## src/rtl/pad_in_bank.sv

```systemverilog
// Multi-channel pad input bank: pull resolution, clock-domain synchroniser,
// programmable debounce, edge/level event detection and sticky pending flags.
module pad_in_bank #(
  parameter int NCH         = 8,
  parameter int DEB_W       = 8,
  parameter int SYNC_STAGES = 2
) (
  input  logic               clk,
  input  logic               rstn,
  input  logic [NCH-1:0]     pad,
  input  logic [NCH-1:0]     ie,
  input  logic [NCH-1:0]     pu,
  input  logic [NCH-1:0]     pd,
  input  logic [DEB_W-1:0]   deb_thr,
  input  logic [2*NCH-1:0]   irq_mode,
  input  logic [NCH-1:0]     irq_en,
  input  logic [NCH-1:0]     irq_clr,
  output logic [NCH-1:0]     dc_raw,
  output logic [NCH-1:0]     dc,
  output logic [NCH-1:0]     irq_pend,
  output logic               irq
);

  logic [NCH-1:0]   resolved;
  logic [NCH-1:0]   sync_q [SYNC_STAGES];
  logic [NCH-1:0]   sync_s;
  logic [DEB_W-1:0] cnt_q  [NCH];
  logic [DEB_W-1:0] cnt_d  [NCH];
  logic [NCH-1:0]   dc_q, dc_d;
  logic [NCH-1:0]   dc_dly_q;
  logic [NCH-1:0]   evt;
  logic [NCH-1:0]   pend_q, pend_d;

  // Floating channels resolve to 0 so no X/Z ever reaches the synchroniser.
  always_comb begin
    resolved = '0;
    for (int i = 0; i < NCH; i++) begin
      if (ie[i])      resolved[i] = pad[i];
      else if (pu[i]) resolved[i] = 1'b1;
      else if (pd[i]) resolved[i] = 1'b0;
      else            resolved[i] = 1'b0;
    end
  end

  always_ff @(posedge clk or negedge rstn) begin
    if (!rstn) begin
      for (int k = 0; k < SYNC_STAGES; k++) sync_q[k] <= '0;
    end else begin
      sync_q[0] <= resolved;
      for (int k = 1; k < SYNC_STAGES; k++) sync_q[k] <= sync_q[k-1];
    end
  end

  assign sync_s = sync_q[SYNC_STAGES-1];

  // The >= compare lets a lowered threshold commit immediately and keeps cnt from wrapping.
  always_comb begin
    dc_d = dc_q;
    for (int i = 0; i < NCH; i++) begin
      cnt_d[i] = '0;
      if (sync_s[i] != dc_q[i]) begin
        if (cnt_q[i] >= deb_thr) dc_d[i] = sync_s[i];
        else                     cnt_d[i] = cnt_q[i] + DEB_W'(1);
      end
    end
  end

  always_comb begin
    evt = '0;
    for (int i = 0; i < NCH; i++) begin
      case (irq_mode[2*i +: 2])
        2'b00:   evt[i] = dc_q[i] & ~dc_dly_q[i];
        2'b01:   evt[i] = ~dc_q[i] & dc_dly_q[i];
        2'b10:   evt[i] = dc_q[i] ^ dc_dly_q[i];
        default: evt[i] = dc_q[i];
      endcase
    end
  end

  // A qualifying event wins over a clear strobe in the same cycle.
  assign pend_d = (evt & irq_en) | (pend_q & ~irq_clr);

  always_ff @(posedge clk or negedge rstn) begin
    if (!rstn) begin
      for (int i = 0; i < NCH; i++) cnt_q[i] <= '0;
      dc_q     <= '0;
      dc_dly_q <= '0;
      pend_q   <= '0;
    end else begin
      for (int i = 0; i < NCH; i++) cnt_q[i] <= cnt_d[i];
      dc_q     <= dc_d;
      dc_dly_q <= dc_q;
      pend_q   <= pend_d;
    end
  end

  assign dc_raw   = sync_s;
  assign dc       = dc_q;
  assign irq_pend = pend_q;
  assign irq      = |pend_q;

endmodule

```

## config.mk

```make
export PLATFORM = sky130hd
export DESIGN_NAME = pad_in_bank
export DESIGN_NICKNAME = d
export VERILOG_FILES = /design/src/rtl/pad_in_bank.sv
export SDC_FILE = /design/constraint.sdc
export NUM_CORES = 1
export LEC_CHECK = 0
export ABC_AREA = 1
export CAP_MARGIN = 25
export CORE_ASPECT_RATIO = 1.4
export CORE_UTILIZATION = 55
export CTS_CLUSTER_SIZE = 20
export DETAILED_ROUTE_END_ITERATION = 8
export GPL_ROUTABILITY_DRIVEN = 0
export PLACE_DENSITY = 0.82
export SLEW_MARGIN = 20
export SYNTH_ARGS = -nofsm -noshare
export SYNTH_HDL_FRONTEND = slang
export SYNTH_SLANG_ARGS = --single-unit
```

## constraint.sdc

```tcl
create_clock -name clk -period 1.7 [get_ports clk]
set_clock_uncertainty 0.1 [all_clocks]
set_input_delay 0.17 -clock clk [delete_from_list [all_inputs] [get_ports clk]]
set_output_delay 0.17 -clock clk [all_outputs]
set_load 0.1 [all_outputs]
```

==> run summary <==
DRC marker count from the first detailed-route iteration = 316
syn nets = 900
Crit path largest cell delay = 0.41 ns
max_slew headroom = 78.8%
upper clock frequency limit = 545 MHz
power density cells = 1190 mW/mm²
clock input transition at the sequential cells of the worst setup and hold paths = 0.07 ns
clock tree buffer depth = 2
via count of the first global-routing pass = 5,687
sum of overflow across all layers after global routing = 0
clock tree from TritonCTS = done
dominant combinational cell family by area after synthesis = simple AND/OR/NAND/NOR gates
portion of netlist area occupied by mux cells = 1.39%
worst supply voltage drop on vdd = 1.01 mV
via total after detailed routing = 5,565
post-synthesis xor/xnor area fraction = 6.47%
required time at the worst-slack endpoint = 1.88 ns
share of the clock period used by the worst path after layout = 108%
violations in the final reports = negative setup slack
clock insertion delay at the later pin of the skew report = 0.36 ns
total die area = 0.0123 mm²
first-pass GRT wire length = 24,500 µm
cell chain of the critical path = inv_1 > ha_1 > nand2_1 > nor2_1 > nor2_1 > nand2_1 > nand2_2 > nand3_4 > nor2_1
nets@finish = 1,017
register bit count reported by yosys = 104
worst min-delay path class = input pin to asynchronous set/reset pin
element type at the critical path start = register
Placed Area = 0.00799 mm²
Num CTS Buffers = 9
Critical Path AT = 2.01 ns
final number of max-transition violations = 0
library cells used by synthesis = 20
basic-gate share of the synthesized area counting and, or, nand and nor cells = 23.9%
Syn-to-layout area delta = 38.4%
port bufs = 90
final number of setup-violating endpoints = 21
Clock Root Buffer = clkbuf_16
library cell contributing the largest single delay on the critical path = dfrtp_1
number of H-tree branching levels = 3
Setup TNS = -0.766 ns
largest net degree at the start of global routing = 56
number of primary I/O pins = 99
kind of critical path = register to register
Site Rows = 46
Fin. Hold Viols = 0
most used cell along the critical path = nor2_1
transition time at the pin with the least slew margin = 0.317 ns
average vias per placed instance = 5.54
antenna-violating nets left = 0
standby leakage power = 4.22 nW
critical path buffer and inverter count = 1
total of warnings raised by yosys = 0
initial antenna violation count = 0
type of element capturing the critical path = register
max-cap check violation count = 0
largest fanout on the critical path = 8
Top Family by Delay on Critical Path = simple AND/OR/NAND/NOR gates
unrepaired setup endpoints after global routing = yes
Overall Global Routing Usage = 25.6%
horizontal die dimension = 93.8 µm
Synth Area in Adders = 17.0%
sequential element share of the synthesized area = 40.1%
final wirelength = 17,300 µm
average cell area after synthesis = 8.80 µm²
worst slack on hold paths = 0.249 ns
PnR worst setup slack = -0.136 ns
initial core utilization = 57.0%
status = finished, violations left
Pwr Total = 10.7 mW
post-DR wirelength/cell = 17.2 µm
detailed-route DRC error count = 0
clock sinks = 104
fill cell total of the finished layout = 639
synthesized cell area = 0.00649 mm²
Diodes inserted = 0
complex-gate fraction of the synthesized area = 4.32%
fraction of layout cells with a size suffix above 1 = 25.7%
DP HPWL = 10,500 µm
placeable core region = 0.0114 mm²
clock period minus final worst setup slack = 1.84 ns
utilization of the core after routing = 78.8%
Post-Synthesis Cells = 738
Detailed Routing Iterations Pass 1 = 5
final standard cell area without fillers = 0.00898 mm²
die span in y = 131 µm
## path summary, 6_finish.rpt
path                                       from                   to  slack (ns)  depth (start not counted)
max                          cnt_q[8]$_DFF_PN0_   cnt_q[8]$_DFF_PN0_       -0.14                          9
min                                        rstn   cnt_q[2]$_DFF_PN0_        0.25                          3
max reg2reg                  cnt_q[8]$_DFF_PN0_   cnt_q[8]$_DFF_PN0_       -0.14                          9
min reg2reg                sync_q[13]$_DFF_PN0_  dc_raw[5]$_DFF_PN0_        0.25                          0
max in group asynchronous                  rstn  cnt_q[58]$_DFF_PN0_        0.96                          3
min in group clk           sync_q[13]$_DFF_PN0_  dc_raw[5]$_DFF_PN0_        0.25                          0
## area by class of cell
cell class / instances / area, µm² / area share, %
Clock inverter: 6 / 155 / 1.73
Clock buffer: 10 / 229 / 2.55
Multi-Input combinational cell: 523 / 3960 / 44.1
Timing Repair Buffer: 114 / 1450 / 16.1
Inverter: 103 / 387 / 4.30
Tap cell: 144 / 180 / 2.01
Sequential cell: 104 / 2630 / 29.2
## through the flow
step                      instances  setup slack, ns
after global placement          978           -0.292
after detailed placement        978           -0.389
after floorplan                 738           -0.126
after global routing           1004           -0.170
after CTS                       995          0.00112
final                          1004           -0.136
## metal layers
layer	GRT usage, %	vias up	part of all wire (%)
met2	48.3	219	54
met4	14.5	0	5.2
met3	3.24	84	5.5
li1	-	2591	-
met5	0	-	0
met1	27.1	2671	35
## worst reg2reg max path, delay by kind of cell, from the launching register on
kind,cells,cell delay [ns]
buffers and inverters,1,0.07
and+or+nand+nor,7,0.89
DFF,1,0.41
adders and majority gates,1,0.28
## placed cells by master, fill, tap and decap left out, drive strengths merged, types with 2 or more instances in the layout
cell type      count
nand4              8
nand3             48
clkbuf            10
o211ai             8
nor4               2
a21oi             16
ha                88
bufinv             5
nand2            153
a21o               8
mux2               8
inv              103
xnor2             16
clkdlybuf4s50     63
nor2             112
nor3               8
o21ai             16
dfrtp            104
xor2              32
buf               49
## cells in the mapped netlist
cell	n	share of area [%]
nor4_1	2	0.19
nand3_1	29	2.2
nand3_2	19	2.9
dfrtp_1	104	40
o21ai_0	16	1.2
a21oi_1	16	1.2
nor2_4	8	1.4
o211ai_1	8	0.92
a21o_1	8	0.92
nor3_2	8	1.2
nand2_1	153	8.8
mux2_2	8	1.4
nand4_1	8	0.77
nor2_2	8	0.77
inv_1	103	6.0
ha_1	88	17
xor2_1	32	4.3
nor2_1	96	5.5
xnor2_1	16	2.2
buf_4	8	0.92
## what timing repair did
item | 4_1_cts | 5_1_grt
hold endpoints to repair | 104 | 0
pin swaps | 0 | 33
gates cloned | 0 | 0
gates resized for setup | 7 | 110
buffers inserted | 0 | 9
hold buffers | 1 | 0
endpoints found under the setup margin | 15 | 71
## registers in the layout, summed over array words and instances, names as in the netlist
register and cells:
cnt_q 64, dc 8, dc_dly_q 8, dc_raw 8, irq_pend 8, sync_q 8
## power breakdown
group	switching (mW)	total (mW)	leakage (nW)	internal, mW
Sequential	0.667	3.59	1.35	2.92
Combinational	2.65	4.41	2.68	1.77
Clock	0.943	2.68	0.187	1.73
Total	4.26	10.7	4.22	6.42
## kinds of logic (layout without fill, tap and decap cells)
kind of cell | count (synthesis) | in the layout
and+or+nand+nor | 331 | 331
buffers and inverters | 111 | 233
DFF | 104 | 104
adders and majority gates | 88 | 88
AOI/OAI and AO/OA | 48 | 48
xor gates and xnor gates | 48 | 48
muxes | 8 | 8
(Power assumes the default switching activity.)
